===== src/rtl/freq_div_ctrl.sv =====
// Runtime-programmable 50%-duty clock divider with a Tick_out strobe on every Clk_out rise.
// New half-periods arrive over a valid/ready port and only take effect at period boundaries.
module freq_div_ctrl #(
    parameter int CNT_W        = 26,
    parameter int DEFAULT_HALF = 25000000
) (
    input  logic             Clk_in,
    input  logic             Rst_in,
    input  logic             Run_in,
    input  logic [CNT_W-1:0] Cfg_half,
    input  logic             Cfg_valid,
    output logic             Cfg_ready,
    output logic             Cfg_err,
    output logic             Clk_out,
    output logic             Tick_out,
    output logic [CNT_W-1:0] Half_out,
    output logic             Pend_out
);

    typedef enum logic [1:0] {
        ST_IDLE = 2'd0,
        ST_HIGH = 2'd1,
        ST_LOW  = 2'd2
    } state_t;

    localparam logic [CNT_W-1:0] ONE      = CNT_W'(1);
    localparam logic [CNT_W-1:0] HALF_RST = CNT_W'(DEFAULT_HALF);

    state_t           state_q, state_d;
    logic [CNT_W-1:0] cnt_q, cnt_d;
    logic [CNT_W-1:0] half_q, half_d;
    logic [CNT_W-1:0] pend_val_q, pend_val_d;
    logic             pend_q, pend_d;
    logic             clk_q, clk_d;
    logic             tick_q, tick_d;
    logic             err_q, err_d;
    logic             accept;
    logic             half_done;

    assign accept    = Cfg_valid & ~pend_q;
    assign half_done = (cnt_q == half_q - ONE);

    always_comb begin
        // NOTE: every output of this block gets a default first so no path can infer a latch.
        state_d    = state_q;
        cnt_d      = cnt_q;
        half_d     = half_q;
        pend_val_d = pend_val_q;
        pend_d     = pend_q;
        clk_d      = clk_q;
        tick_d     = 1'b0;
        err_d      = 1'b0;

        // Accepting is only possible with nothing pending, so it never races the apply below.
        if (accept) begin
            if (Cfg_half != '0) begin
                pend_d     = 1'b1;
                pend_val_d = Cfg_half;
            end else begin
                err_d = 1'b1;
            end
        end

        unique case (state_q)
            ST_IDLE: begin
                clk_d = 1'b0;
                cnt_d = '0;
                if (pend_q) begin
                    half_d = pend_val_q;
                    pend_d = 1'b0;
                end
                if (Run_in) begin
                    state_d = ST_HIGH;
                    clk_d   = 1'b1;
                    tick_d  = 1'b1;
                end
            end
            ST_HIGH: begin
                if (half_done) begin
                    cnt_d   = '0;
                    clk_d   = 1'b0;
                    state_d = ST_LOW;
                end else begin
                    cnt_d = cnt_q + ONE;
                end
            end
            ST_LOW: begin
                if (half_done) begin
                    cnt_d = '0;
                    if (pend_q) begin
                        half_d = pend_val_q;
                        pend_d = 1'b0;
                    end
                    if (Run_in) begin
                        state_d = ST_HIGH;
                        clk_d   = 1'b1;
                        tick_d  = 1'b1;
                    end else begin
                        state_d = ST_IDLE;
                    end
                end else begin
                    cnt_d = cnt_q + ONE;
                end
            end
            default: begin
                state_d = ST_IDLE;
                cnt_d   = '0;
                clk_d   = 1'b0;
            end
        endcase
    end

    // NOTE: state registers use non-blocking assignments so every flop samples pre-edge values.
    always_ff @(posedge Clk_in) begin
        if (Rst_in) begin
            state_q    <= ST_IDLE;
            cnt_q      <= '0;
            half_q     <= HALF_RST;
            pend_val_q <= '0;
            pend_q     <= 1'b0;
            clk_q      <= 1'b0;
            tick_q     <= 1'b0;
            err_q      <= 1'b0;
        end else begin
            state_q    <= state_d;
            cnt_q      <= cnt_d;
            half_q     <= half_d;
            pend_val_q <= pend_val_d;
            pend_q     <= pend_d;
            clk_q      <= clk_d;
            tick_q     <= tick_d;
            err_q      <= err_d;
        end
    end

    assign Cfg_ready = ~pend_q;
    assign Cfg_err   = err_q;
    assign Clk_out   = clk_q;
    assign Tick_out  = tick_q;
    assign Half_out  = half_q;
    assign Pend_out  = pend_q;

endmodule


===== config.mk =====
export PLATFORM = sky130hd
export DESIGN_NAME = freq_div_ctrl
export DESIGN_NICKNAME = d
export VERILOG_FILES = /design/src/rtl/freq_div_ctrl.sv
export SDC_FILE = /design/constraint.sdc
export NUM_CORES = 1
export LEC_CHECK = 0
export BUFFER_PORTS_ARGS = -buffer_cell sky130_fd_sc_hd__buf_4
export CAP_MARGIN = 10
export CORE_AREA = 4 4 120 122
export CTS_BUF_LIST = sky130_fd_sc_hd__clkbuf_4
export DETAILED_ROUTE_END_ITERATION = 12
export DIE_AREA = 0 0 124 126
export SYNTH_ARGS = -nofsm -noshare
export SYNTH_HDL_FRONTEND = slang
export SYNTH_SLANG_ARGS = --single-unit

===== constraint.sdc =====
create_clock -name Clk_in -period 4.65 [get_ports Clk_in]
set_input_delay 1.395 -clock Clk_in [delete_from_list [all_inputs] [get_ports Clk_in]]
set_output_delay 1.395 -clock Clk_in [all_outputs]
set_load 0.02 [all_outputs]

==> run metrics, run 1 <==
status=finished, final reports clean; RSZ-0062 raised after global routing=no; syn nets=556; Worst Hold Depth=1; Mean Syn Cell Area=8.76 µm²; Final HPWL DP=8.35 mm; arrival time worst endpoint=3.62 ns; VDD IR-drop max=0.000146 V; Final setup viols=0; DRC Markers=0; Yosys top cell area share=36.9%; crit-path max FO=33; Placer Congestion=0.921; Final Max Slew Viols=0; total grt overflow=0; top cells by area, synth=dfxtp_1, mux2i_1, nor2_1, xnor2_1, xor2_1; pwr dens=288 nW/µm²; TritonCTS clock tree=yes; ratio of cells with drive above 1 in the final layout=19.0%; Area after DPL=5120 µm²; max_cap viols=0; top_reg_cell synth=dfxtp_1; final wirelength=11.1 mm; Max H-tree Level=3; Crit Path Class=flop to flop; Hold Path Class=flop to flop; clk_lat worst skew=0.45 ns; Die Ht=126 µm; Max-Slew Margin vs Limit=54.2%; worst hold margin=0.509 ns; setup TNS=0 ns; Pleak=2.11 nW; CTS clock-pin slew for the worst setup and hold paths=0.16 ns; IO Count=61; Initial DRT Pass Iterations=4; TritonCTS buffer count=9; row count=42; die width=124 µm; die area=15600 µm²; largest net degree at the start of global routing=68; clock tree sinks=84; Final Cycle Share=70.8%; Setup Buffers After CTS=0; type of origin of the critical path=flop; fmax=304 MHz; Overall Global Routing Usage=14.6%; antenna violations before repair=1; Ys Warns=0; fraction of registers with async set/reset=0%; Seq/Total Area, Yosys=36.9%; post-synth top area cell=dfxtp_1; nature of the critical path endpoint=flop; most frequent cells in the layout=nor2_1, dfxtp_1, buf_4; Filler cells=1302; number of global-route vias before repair=3642; WP data required=4.98 ns; nets@finish=606; port bufs=60; vias per inst=5.10; drt wl/cell=14.7 µm; core box area=13200 µm²; skew final=0.0145 ns; Clock Path Buffers=2; Final Hold Viols=0; most common cell after layout, fill and taps aside=nor2_1; Distinct cells, synth=68; post-layout instance area=5280 µm²; flops & latches, synth=84; Starting Density=34.5%; Post-DRT Antenna Nets=0; Layout area overhead=15.9%; Root Driver=clkbuf_4; post-layout min period=3.29 ns; EDFF count, synth=0; first-pass GRT wire length=18.4 mm; slew of the pin with the lowest slew margin=0.687 ns; Iteration-0 DRC Markers=170; Reg2Reg Depth=11; routed via count=3835; hold_buf cts=0; Mapped Area=4550 µm²; Syn Inst Count=520; PostCTS Resize Cnt=0
[state kept, by name (all words and copies together) (netlist names)]
name,count
Cfg_err,1
Half_out,26
state_q,2
cnt_q,26
Pend_out,1
Tick_out,1
pend_val_q,26
Clk_out,1
[stage by stage]
step | std cells | power, mW | util (%) | setup slack, ns
after floorplan | 520 | 0.984 | - | 1.41
after global placement | 735 | 1.07 | 38.8 | 1.26
after detailed placement | 735 | 1.07 | 38.8 | 1.23
after CTS | 751 | 1.54 | 40.0 | 1.35
after global routing | 752 | 1.60 | 40.0 | 1.03
final | 752 | 1.52 | 40.0 | 1.36
[per-layer routing]
| metal | up-vias | GRT usage [%] | part of all wire [%] |
|---|---|---|---|
| li1 | 1935 | - | - |
| met1 | 1794 | 19.8 | 47 |
| met2 | 85 | 22.8 | 46 |
| met3 | 21 | 2.65 | 4.1 |
| met4 | 0 | 6.19 | 2.5 |
| met5 | - | 0 | 0 |
[critical path, cell delays in order (launching register included)]
cell	delay, ns
dfxtp_1	0.42
inv_1	0.09
ha_1	0.21
nor4b_4	0.42
nand4_1	0.23
o41ai_2	0.37
o211ai_1	0.13
nor3b_1	0.46
a41oi_4	0.22
buf_4	0.33
nor3_1	0.22
a21oi_1	0.06
[cell families (layout without fill, tap and decap cells)]
family,after synthesis,count (layout),share of synthesized area [%]
buffers and inverters,36,91,3.87
AND/OR/NAND/NOR,239,239,28.8
other,0,1,0
multiplexers,43,43,9.51
flip-flops,84,84,36.9
XOR/XNOR,51,51,9.81
AO/OA/AOI/OAI,61,61,9.40
adder cells (fa/ha/maj),6,6,1.65
[synthesized netlist by cell type (all sizes together) (3+ instances only)]
cell type and count:
nor3 22, xnor2 29, o21a 3, clkbuf 10, nor2b 5, nand4b 4
o21ai 9, o31a 4, buf 12, nor3b 3, inv 13, nor2 105
and3 14, and2 5, nand3 18, a21oi 21, or4 3, or3 6
nand2 21, o211ai 6, xor2 22, mux2i 41, and4 3, nor4 15
dfxtp 84, nand4 6, ha 6, nor4b 3
[final cells by class]
| class | instances | area, µm² | area share [%] |
|---|---|---|---|
| clock inverters | 7 | 83.8 | 1.59 |
| clock buffers | 9 | 67.6 | 1.28 |
| flip-flops and latches | 84 | 1680 | 31.9 |
| well taps | 176 | 220 | 4.17 |
| inverters | 13 | 48.8 | 0.925 |
| multi-input cells | 400 | 2710 | 51.3 |
| repair buffers | 62 | 465 | 8.82 |
| diodes | 1 | 2.50 | 0.0474 |
[where the power goes]
| part | switching [mW] | internal, mW | total (mW) |
|---|---|---|---|
| Combinational | 0.143 | 0.115 | 0.258 |
| Clock | 0.288 | 0.174 | 0.462 |
| Sequential | 0.0455 | 0.754 | 0.799 |
| Total | 0.476 | 1.04 | 1.52 |
[final timing paths]
kind,startpoint,endpoint,slack [ns]
worst max-delay path,Half_out[1],Half_out[13],1.36
worst min-delay path,cnt_q[0],cnt_q[0],0.51
worst max register to register,Half_out[1],Half_out[13],1.36
worst min register to register,cnt_q[0],cnt_q[0],0.51
(Power assumes the default switching activity.)
==> run 2, diff against run 1 <==
==> constraint.sdc (replaced) <==
create_clock -name Clk_in -period 2.75 [get_ports Clk_in]
set_input_delay 0.825 -clock Clk_in [delete_from_list [all_inputs] [get_ports Clk_in]]
set_output_delay 0.825 -clock Clk_in [all_outputs]
set_load 0.02 [all_outputs]
==> run 2 against run 1 <==
The run now ends with setup timing left. Setup slack worse by 1.5 ns. First-iteration DRC count grew 16%. Combinational power is 140% higher. Critical path depth down 2. Maximum frequency is 14% higher. Register-to-register slack worse by 1.5 ns. Sequential share of layout area decreased by 4.0 points. Critical endpoint is now Half_out[3]. Largest cell class unchanged.
==> run metrics, run 2 (synthesis gave the netlist of run 1 again) <==
CP Launch Point=Half_out[8]; skew final=0.0244 ns; Die Ht=126 µm; Crit Path Class=flop to flop; die width=124 µm; RSZ-0062 raised after global routing=yes; largest net degree at the start of global routing=36; Final HPWL DP=8.94 mm; Pleak=2.52 nW; Root Driver=clkbuf_4; M1 WL=5.61 mm; CTS clock-pin slew for the worst setup and hold paths=0.14 ns; Starting Density=34.5%; Met2 Routed Length=5.84 mm; Layout area overhead=33.0%; Final Worst Setup Slack=-0.142 ns; Final Cycle Share=105%; Max H-tree Level=3; Iteration-0 DRC Markers=197; Post-DRT Antenna Nets=0; clock tree sinks=84; IO Count=61; most frequent cells in the layout=buf_4, nor2_1, dfxtp_1; register area=1690 µm²; fmax=346 MHz; row count=42; max_cap viols=0; status=finished, violations left; first-pass GRT wire length=19.6 mm; Final Hold Viols=0; most common cell after layout, fill and taps aside=buf_4; critical hold path startpoint=cnt_q[0]; multi-input logic area=2880 µm²; Area after DPL=5540 µm²; TritonCTS clock tree=yes; worst hold margin=0.501 ns; post-layout instance area=6060 µm²; drt wl/cell=14.9 µm; port bufs=60; DR top layer=met4; arrival time worst endpoint=3.23 ns; final wirelength=12.2 mm; VDD IR-drop max=0.000277 V; TritonCTS buffer count=9; number of global-route vias before repair=3939; post-layout min period=2.89 ns; nets@finish=671; pwr dens=445 nW/µm²; setup TNS=-4.49 ns; die area=15600 µm²; Initial DRT Pass Iterations=4; failing checks=setup timing; total grt overflow=0; slew of the pin with the lowest slew margin=0.415 ns; CP Buf/Inv Count=1; Filler cells=1265; ratio of cells with drive above 1 in the final layout=31.7%; Final Max Slew Viols=0; routed via count=4109; CP top delay family=simple AND/OR/NAND/NOR gates; hold_buf cts=0; FF-to-FF Start=Half_out[8]; DRC Markers=0; crit path cell chain=or4_4 > o21ai_2 > nand4b_1 > or3_4 > nor4_4 > a41oi_4 > clkbuf_16 > mux2i_1 > nor2_1; Crit-path slowest cell=or4_4; Clock Path Buffers=2; Overall Global Routing Usage=15.6%; antenna violations before repair=1; Hold Path Class=flop to flop; Max-Slew Margin vs Limit=72.2%; core box area=13200 µm²; met3 wire len=425 µm; type of origin of the critical path=flop; Crit path largest cell delay=0.58 ns; crit-path max FO=6; nature of the critical path endpoint=flop; vias per inst=5.03; clk_lat worst skew=0.46 ns; Final setup viols=55; WP data required=3.09 ns; Placer Congestion=0.879
## run 2: routing by layer
metal / global-route usage (%) / vias to the layer above
met3: 3.59 / 25
li1: - / 2059
met5: 0 / -
met2: 24.1 / 83
met4: 6.19 / 0
met1: 21.0 / 1942
## run 2: worst paths after layout
check,end,slack [ns],depth (start not counted)
setup reg to reg,Half_out[3],-0.14,9
hold / removal,cnt_q[0],0.50,1
hold reg to reg,cnt_q[0],0.50,1
setup / recovery,Half_out[3],-0.14,9
## run 2: cell type report
class	instances	area share [%]
flip-flops and latches	84	27.9
clock inverters	7	1.24
clock buffers	9	1.12
repair buffers	127	17.7
well taps	176	3.64
multi-input cells	400	47.5
diodes	1	0.0413
inverters	13	0.806
## run 2: worst register-to-register path, stage by stage, from the launching register on
cell	delay (ns)
dfxtp_2	0.37
or4_4	0.58
o21ai_2	0.15
nand4b_1	0.16
or3_4	0.43
nor4_4	0.35
a41oi_4	0.29
clkbuf_16	0.25
mux2i_1	0.14
nor2_1	0.05
## run 2: timing repair
| action | 4_1_cts | 5_1_grt |
|---|---|---|
| setup endpoints to repair | 55 | 56 |
| gates resized for setup | 11 | 31 |
| buffers inserted | 3 | 6 |
| hold endpoints to repair | 0 | 0 |
| pin swaps | 8 | 15 |
| cloned | 1 | 5 |
## run 2: stage by stage
stage	worst slack, ns	std cells	power [mW]	util, %
2_1_floorplan	0.00161	520	1.66	-
3_3_place_gp	-0.109	785	1.87	42.0
3_5_place_dp	-0.210	785	1.89	42.0
4_1_cts	-0.0626	805	2.64	43.7
5_1_grt	-0.301	817	2.83	45.9
6_report	-0.142	817	2.69	45.9
## run 2: power by group
part           internal (mW)  leakage (nW)  switching [mW]
Combinational          0.300          1.76           0.315
Sequential              1.28         0.688          0.0533
Clock                  0.283        0.0759           0.467
